## src/rtl/board_palette_map.sv

```systemverilog
// Per-cell colour mapper for a game board: base colours, blinking winning line, blue "new piece" highlight.
// Compile-time option BOARD_PALETTE_INVALID_FLAG_EN adds a sticky err flag for the invalid cell code 2'b10.
module board_palette_map #(
  parameter int CELLS     = 9,
  parameter int BLINK_DIV = 12_500_000,
  parameter int CHG_HOLD  = 4
) (
  input  logic                 pixclk,
  input  logic                 rst_n,
  input  logic [2*CELLS-1:0]   board,
  input  logic [CELLS-1:0]     win_mask,
  output logic [CELLS-1:0]     red,
  output logic [CELLS-1:0]     green,
  output logic [CELLS-1:0]     blue,
  output logic                 blink_phase,
  output logic                 err
);

  localparam int              CNT_W     = (BLINK_DIV > 2) ? $clog2(BLINK_DIV) : 1;
  localparam logic [CNT_W-1:0] CNT_LAST = CNT_W'(BLINK_DIV - 1);
  localparam logic [3:0]      HOLD_LOAD = 4'(CHG_HOLD);

  logic [2*CELLS-1:0] board_q;
  logic [2*CELLS-1:0] prev_q;
  logic [CELLS-1:0]   win_q;
  logic [CNT_W-1:0]   blink_cnt;
  logic               blink_wrap;
  logic [CELLS-1:0]   red_d;
  logic [CELLS-1:0]   green_d;
  logic [CELLS-1:0]   blue_d;

  // Stage 1: input capture; prev_q holds the board_q of the previous cycle for transition detection.
  always_ff @(posedge pixclk or negedge rst_n) begin
    if (!rst_n) begin
      board_q <= '0;
      prev_q  <= '0;
      win_q   <= '0;
    end else begin
      board_q <= board;
      prev_q  <= board_q;
      win_q   <= win_mask;
    end
  end

  assign blink_wrap = (blink_cnt == CNT_LAST);

  always_ff @(posedge pixclk or negedge rst_n) begin
    if (!rst_n) begin
      blink_cnt   <= '0;
      blink_phase <= 1'b0;
    end else if (blink_wrap) begin
      blink_cnt   <= '0;
      blink_phase <= ~blink_phase;
    end else begin
      blink_cnt   <= blink_cnt + 1'b1;
    end
  end

  for (genvar g = 0; g < CELLS; g++) begin : g_cell
    logic [1:0] cur;
    logic [1:0] prv;
    logic       is_o;
    logic       is_x;
    logic       hold_ld;
    logic       hold_clr;
    logic       white;
    logic [3:0] hold;
    logic [3:0] hold_eff;

    assign cur      = board_q[2*g +: 2];
    assign prv      = prev_q[2*g +: 2];
    assign is_o     = (cur == 2'b01);
    assign is_x     = (cur == 2'b11);
    assign hold_ld  = (prv == 2'b00) && (is_o || is_x);
    assign hold_clr = (prv != 2'b00) && (cur == 2'b00);

    // The colour stage sees the post-load/clear value so blue appears with the piece and vanishes with it.
    assign hold_eff = hold_clr ? 4'd0 : (hold_ld ? HOLD_LOAD : hold);

    always_ff @(posedge pixclk or negedge rst_n) begin
      if (!rst_n)                          hold <= 4'd0;
      else if (hold_clr)                   hold <= 4'd0;
      else if (hold_ld)                    hold <= HOLD_LOAD;
      else if (blink_wrap && hold != 4'd0) hold <= hold - 4'd1;
    end

    assign white      = win_q[g] && (is_o || is_x) && blink_phase;
    assign red_d[g]   = white | is_x;
    assign green_d[g] = white | is_o;
    assign blue_d[g]  = white | (hold_eff != 4'd0);
  end

  // Stage 2: registered colour outputs.
  always_ff @(posedge pixclk or negedge rst_n) begin
    if (!rst_n) begin
      red   <= '0;
      green <= '0;
      blue  <= '0;
    end else begin
      red   <= red_d;
      green <= green_d;
      blue  <= blue_d;
    end
  end

`ifdef BOARD_PALETTE_INVALID_FLAG_EN
  logic [CELLS-1:0] bad;
  logic             err_q;

  for (genvar b = 0; b < CELLS; b++) begin : g_bad
    assign bad[b] = (board_q[2*b +: 2] == 2'b10);
  end

  always_ff @(posedge pixclk or negedge rst_n) begin
    if (!rst_n) err_q <= 1'b0;
    else        err_q <= err_q | (|bad);
  end

  assign err = err_q;
`else
  assign err = 1'b0;
`endif

endmodule
```

## config.mk

```make
export PLATFORM = sky130hd
export DESIGN_NAME = board_palette_map
export DESIGN_NICKNAME = d
export VERILOG_FILES = /design/src/rtl/board_palette_map.sv
export SDC_FILE = /design/constraint.sdc
export NUM_CORES = 1
export LEC_CHECK = 0
export CORE_UTILIZATION = 51
export CTS_CLUSTER_SIZE = 16
export DETAILED_ROUTE_END_ITERATION = 8
export PLACE_DENSITY = 0.75
export RECOVER_POWER = 100
export SLEW_MARGIN = 0
export SYNTH_ARGS = -nofsm -noshare
export SYNTH_HDL_FRONTEND = slang
export SYNTH_SLANG_ARGS = --single-unit
```

## constraint.sdc

```tcl
create_clock -name pixclk -period 1.95 [get_ports pixclk]
set_clock_uncertainty 0.15 [all_clocks]
set_input_delay 0.39 -clock pixclk [delete_from_list [all_inputs] [get_ports pixclk]]
set_output_delay 0.39 -clock pixclk [all_outputs]
set_load 0.05 [all_outputs]
```

==> flow_metrics.env <==
export IMPL_worstPathRequired_ns=2.15
export IMPL_hpwl_um=8000
export IMPL_die_w_um=109
export IMPL_yosysUniqueCellTypes=49
export IMPL_syn_inst=529
export IMPL_hold_violations=0
export IMPL_antenna_left=0
export IMPL_place_congestion=0.819
export IMPL_cts_root_buf="clkbuf_16"
export IMPL_synth_main_ff_cell="dfrtp_1"
export IMPL_cts_tree="yes"
export IMPL_rsz0062_at_grt="yes"
export IMPL_wl_um=12300
export IMPL_yosys_warnings=0
export IMPL_syn_area_um2=5850
export IMPL_worstMarginPinSlew_ns=0.754
export IMPL_max_freq_mhz=509
export IMPL_dieArea_um2=11900
export IMPL_area_growth_pct=31.7
export IMPL_crit_path_start_kind="flip-flop"
export IMPL_ir_worst_vdd_uv=708
export IMPL_internal_power_mw=5.61
export IMPL_drc_errors=0
export IMPL_drtIter0Drc=257
export IMPL_relSlewSlack_pct=49.7
export IMPL_syn_nets=568
export IMPL_port_buffers=56
export IMPL_status="finished with violations"
export IMPL_p_per_area_nw_per_um2=1010
export IMPL_violations="setup timing"
export IMPL_overflow=0
export IMPL_drv_slew=0
export IMPL_syn_area_per_cell_um2=11.1
export IMPL_cp_slowest_stage_delay_ns=0.60
export IMPL_setup_viol_count_final=3
export IMPL_synth_edff_count=0
export IMPL_holdWs_ns=0.264
export IMPL_critical_path_class="flip-flop to flip-flop"
export IMPL_ys_ff_latch=133
export IMPL_cp_slowest_cell="or4_4"
export IMPL_num_antenna_cells=0
export IMPL_clockBufferDepth=2
export IMPL_synth_seq_area_share_pct=56.9
export IMPL_post_route_util_pct=70.1
export IMPL_dr_pass1_iters=4
export IMPL_reg2reg_depth=5
export IMPL_track_usage_pct=21.4
export IMPL_power_frac_seq_pct=40.6
export IMPL_start_util_pct=53.3
export IMPL_crit_chain="buf_6 -> nand4_4 -> or4_4 -> or3_4 -> a21oi_2"
export IMPL_row_count=38
export IMPL_grt_pass1_vias=4291
export IMPL_maxCapViolCount=0
export IMPL_endpoint_kind="flip-flop"
export IMPL_insertion_delay_ns=0.42
export IMPL_cts_max_level=4
export IMPL_nets=678
export IMPL_cp_max_fo=8
export IMPL_antenna_found_initial=0
export IMPL_wl_per_cell_um=15.6
export IMPL_switchingPower_mw=2.16
export IMPL_grt_max_degree=53
export IMPL_drive_above_1_share_pct=27.5
export IMPL_crit_arrival_ns=2.16
export IMPL_die_y_um=109
export IMPL_dp_slack_ns=-0.111
export IMPL_fin_crit_sh_pct=101
export IMPL_period_needed_ns=1.96
export IMPL_clockPowerShare_pct=40.8
export IMPL_cts_sinks=133
export IMPL_hold_depth=0
export IMPL_worst_slack_ns=-0.0134
export IMPL_p_leak_nw=3.31
export IMPL_coreArea_um2=11000
export IMPL_numCtsBuffers=17
export IMPL_pwr_share_comb_pct=18.6
export IMPL_min_path_type="flip-flop to flip-flop"
export IMPL_io_pins=58
export IMPL_async_flop_share_pct=100
export IMPL_cts_clk_slew_worst_paths_ns=0.05
export IMPL_num_vias=4468
export IMPL_switching_share_pct=27.8
export IMPL_grt_pass1_wl_um=19600
export IMPL_via_per_inst=5.65
-- worst paths after layout --
| check | endpoint | slack [ns] | from |
|---|---|---|---|
| max in group asynchronous | win_q[6]$_DFF_PN0_ | 0.31 | rst_n |
| min reg2reg | prev_q[13]$_DFF_PN0_ | 0.26 | board_q[13]$_DFF_PN0_ |
| min in group asynchronous | blink_cnt[3]$_DFF_PN0_ | 0.41 | rst_n |
| min | prev_q[13]$_DFF_PN0_ | 0.26 | board_q[13]$_DFF_PN0_ |
| max reg2reg | blink_cnt[17]$_DFF_PN0_ | -0.01 | blink_cnt[5]$_DFF_PN0_ |
| max | blink_cnt[17]$_DFF_PN0_ | -0.01 | blink_cnt[5]$_DFF_PN0_ |
-- worst max-delay path, delay by kind of cell, from the launching register on --
| kind | cells | cell delay, ns |
|---|---|---|
| AOI/OAI and AO/OA | 1 | 0.14 |
| buffers and inverters | 1 | 0.13 |
| DFF | 1 | 0.41 |
| and+or+nand+nor | 3 | 1.06 |
-- state kept, by name, indices dropped and copies added (netlist names) --
register,flops
g_cell.hold,36
blink_cnt,24
board_q,18
prev_q,18
blue,9
green,9
red,9
win_q,9
blink_phase,1
-- cells in the final DEF, fill, tap and decap left out, drive strengths merged, types with 10 or more instances in the layout --
| cell | count |
|---|---|
| nand3 | 11 |
| a21boi | 10 |
| buf | 80 |
| mux2i | 13 |
| clkbuf | 25 |
| nor2b | 16 |
| dfrtp | 133 |
| ha | 10 |
| xnor2 | 11 |
| a41oi | 11 |
| dlygate4sd3 | 28 |
| inv | 30 |
| nand4 | 22 |
| nor3 | 10 |
| nand2 | 33 |
| xor2 | 13 |
| o21ai | 16 |
| a21oi | 44 |
| nor2 | 28 |
| a31oi | 14 |
-- synthesized netlist by cell type, drive strengths merged (3+ instances only) --
library cell	number	share of area (%)
o21ai	16	1.4
a21boi	10	1.3
or2	9	0.96
a41oi	11	1.6
nor4	6	0.64
a31oi	14	1.5
mux2	8	1.5
o31ai	3	0.38
a31o	8	1.2
inv	30	1.9
nand4b	4	0.60
a311oi	8	1.2
buf	15	1.7
nor2b	16	1.7
and3	4	0.45
ha	10	2.1
nand3	11	0.94
xor2	13	1.9
or3b	5	0.75
nor3	10	0.86
or3	5	0.56
o21bai	8	1.0
clkbuf	6	0.38
nand2	33	2.1
mux2i	13	2.2
nor2	28	1.8
xnor2	11	1.6
nand4	22	2.7
a21oi	44	3.9
dfrtp	133	57
-- power by group through the flow --
stage                     Clock (mW)  Combinational [mW]  Sequential [mW]
after floorplan                    0               0.634             3.47
after global placement             0                1.36             3.18
after detailed placement           0                1.39             3.19
after CTS                       3.22                1.42             3.14
after global routing            3.34                1.58             3.18
final                           3.17                1.45             3.16
-- layer usage --
layer | wire length (um) | up-vias | GRT usage, % | share of wire (%)
met1 | 5330 | 2215 | 27.0 | 43
met3 | 474 | 21 | 5.02 | 3.8
met5 | 0 | - | 0 | 0
met4 | 219 | 0 | 9.56 | 1.8
li1 | - | 2131 | - | -
met2 | 6300 | 101 | 35.1 | 51
-- metrics by stage --
| step | TNS (ns) | std cells | cell area (um2) | power [mW] |
|---|---|---|---|---|
| floorplan | 0 | 529 | 5860 | 4.10 |
| global placement | -0.127 | 751 | 6820 | 4.54 |
| detailed placement | -1.79 | 751 | 6820 | 4.58 |
| CTS | -0.0309 | 784 | 7480 | 7.78 |
| global route | -0.736 | 791 | 7700 | 8.10 |
| finish | -0.0302 | 791 | 7700 | 7.77 |
-- area by class of cell --
type,count,area [um2]
sequential,133,3330
fill,745,3280
multi-input combinational,345,2480
timing repair buffer,112,1010
clock buffer,21,460
tap,140,175
clock inverter,10,130
inverter,30,113
-- kinds of logic after synthesis --
group / Yosys count / share of synthesized area, %
AND/OR/NAND/NOR: 161 / 15.3
flip-flops: 133 / 56.9
AO/OA/AOI/OAI: 128 / 14.3
buffers and inverters: 51 / 3.98
XOR/XNOR: 24 / 3.59
multiplexers: 21 / 3.76
adder cells (fa/ha/maj): 10 / 2.14
other: 1 / 0.0641
-- timing repair --
action	CTS	global route
pin swaps	1	12
hold buffers	1	0
hold endpoints to repair	108	0
gates resized for setup	8	44
cloned	0	1
setup endpoints to repair	32	38
setup buffers	1	6
(Power assumes the default switching activity.)
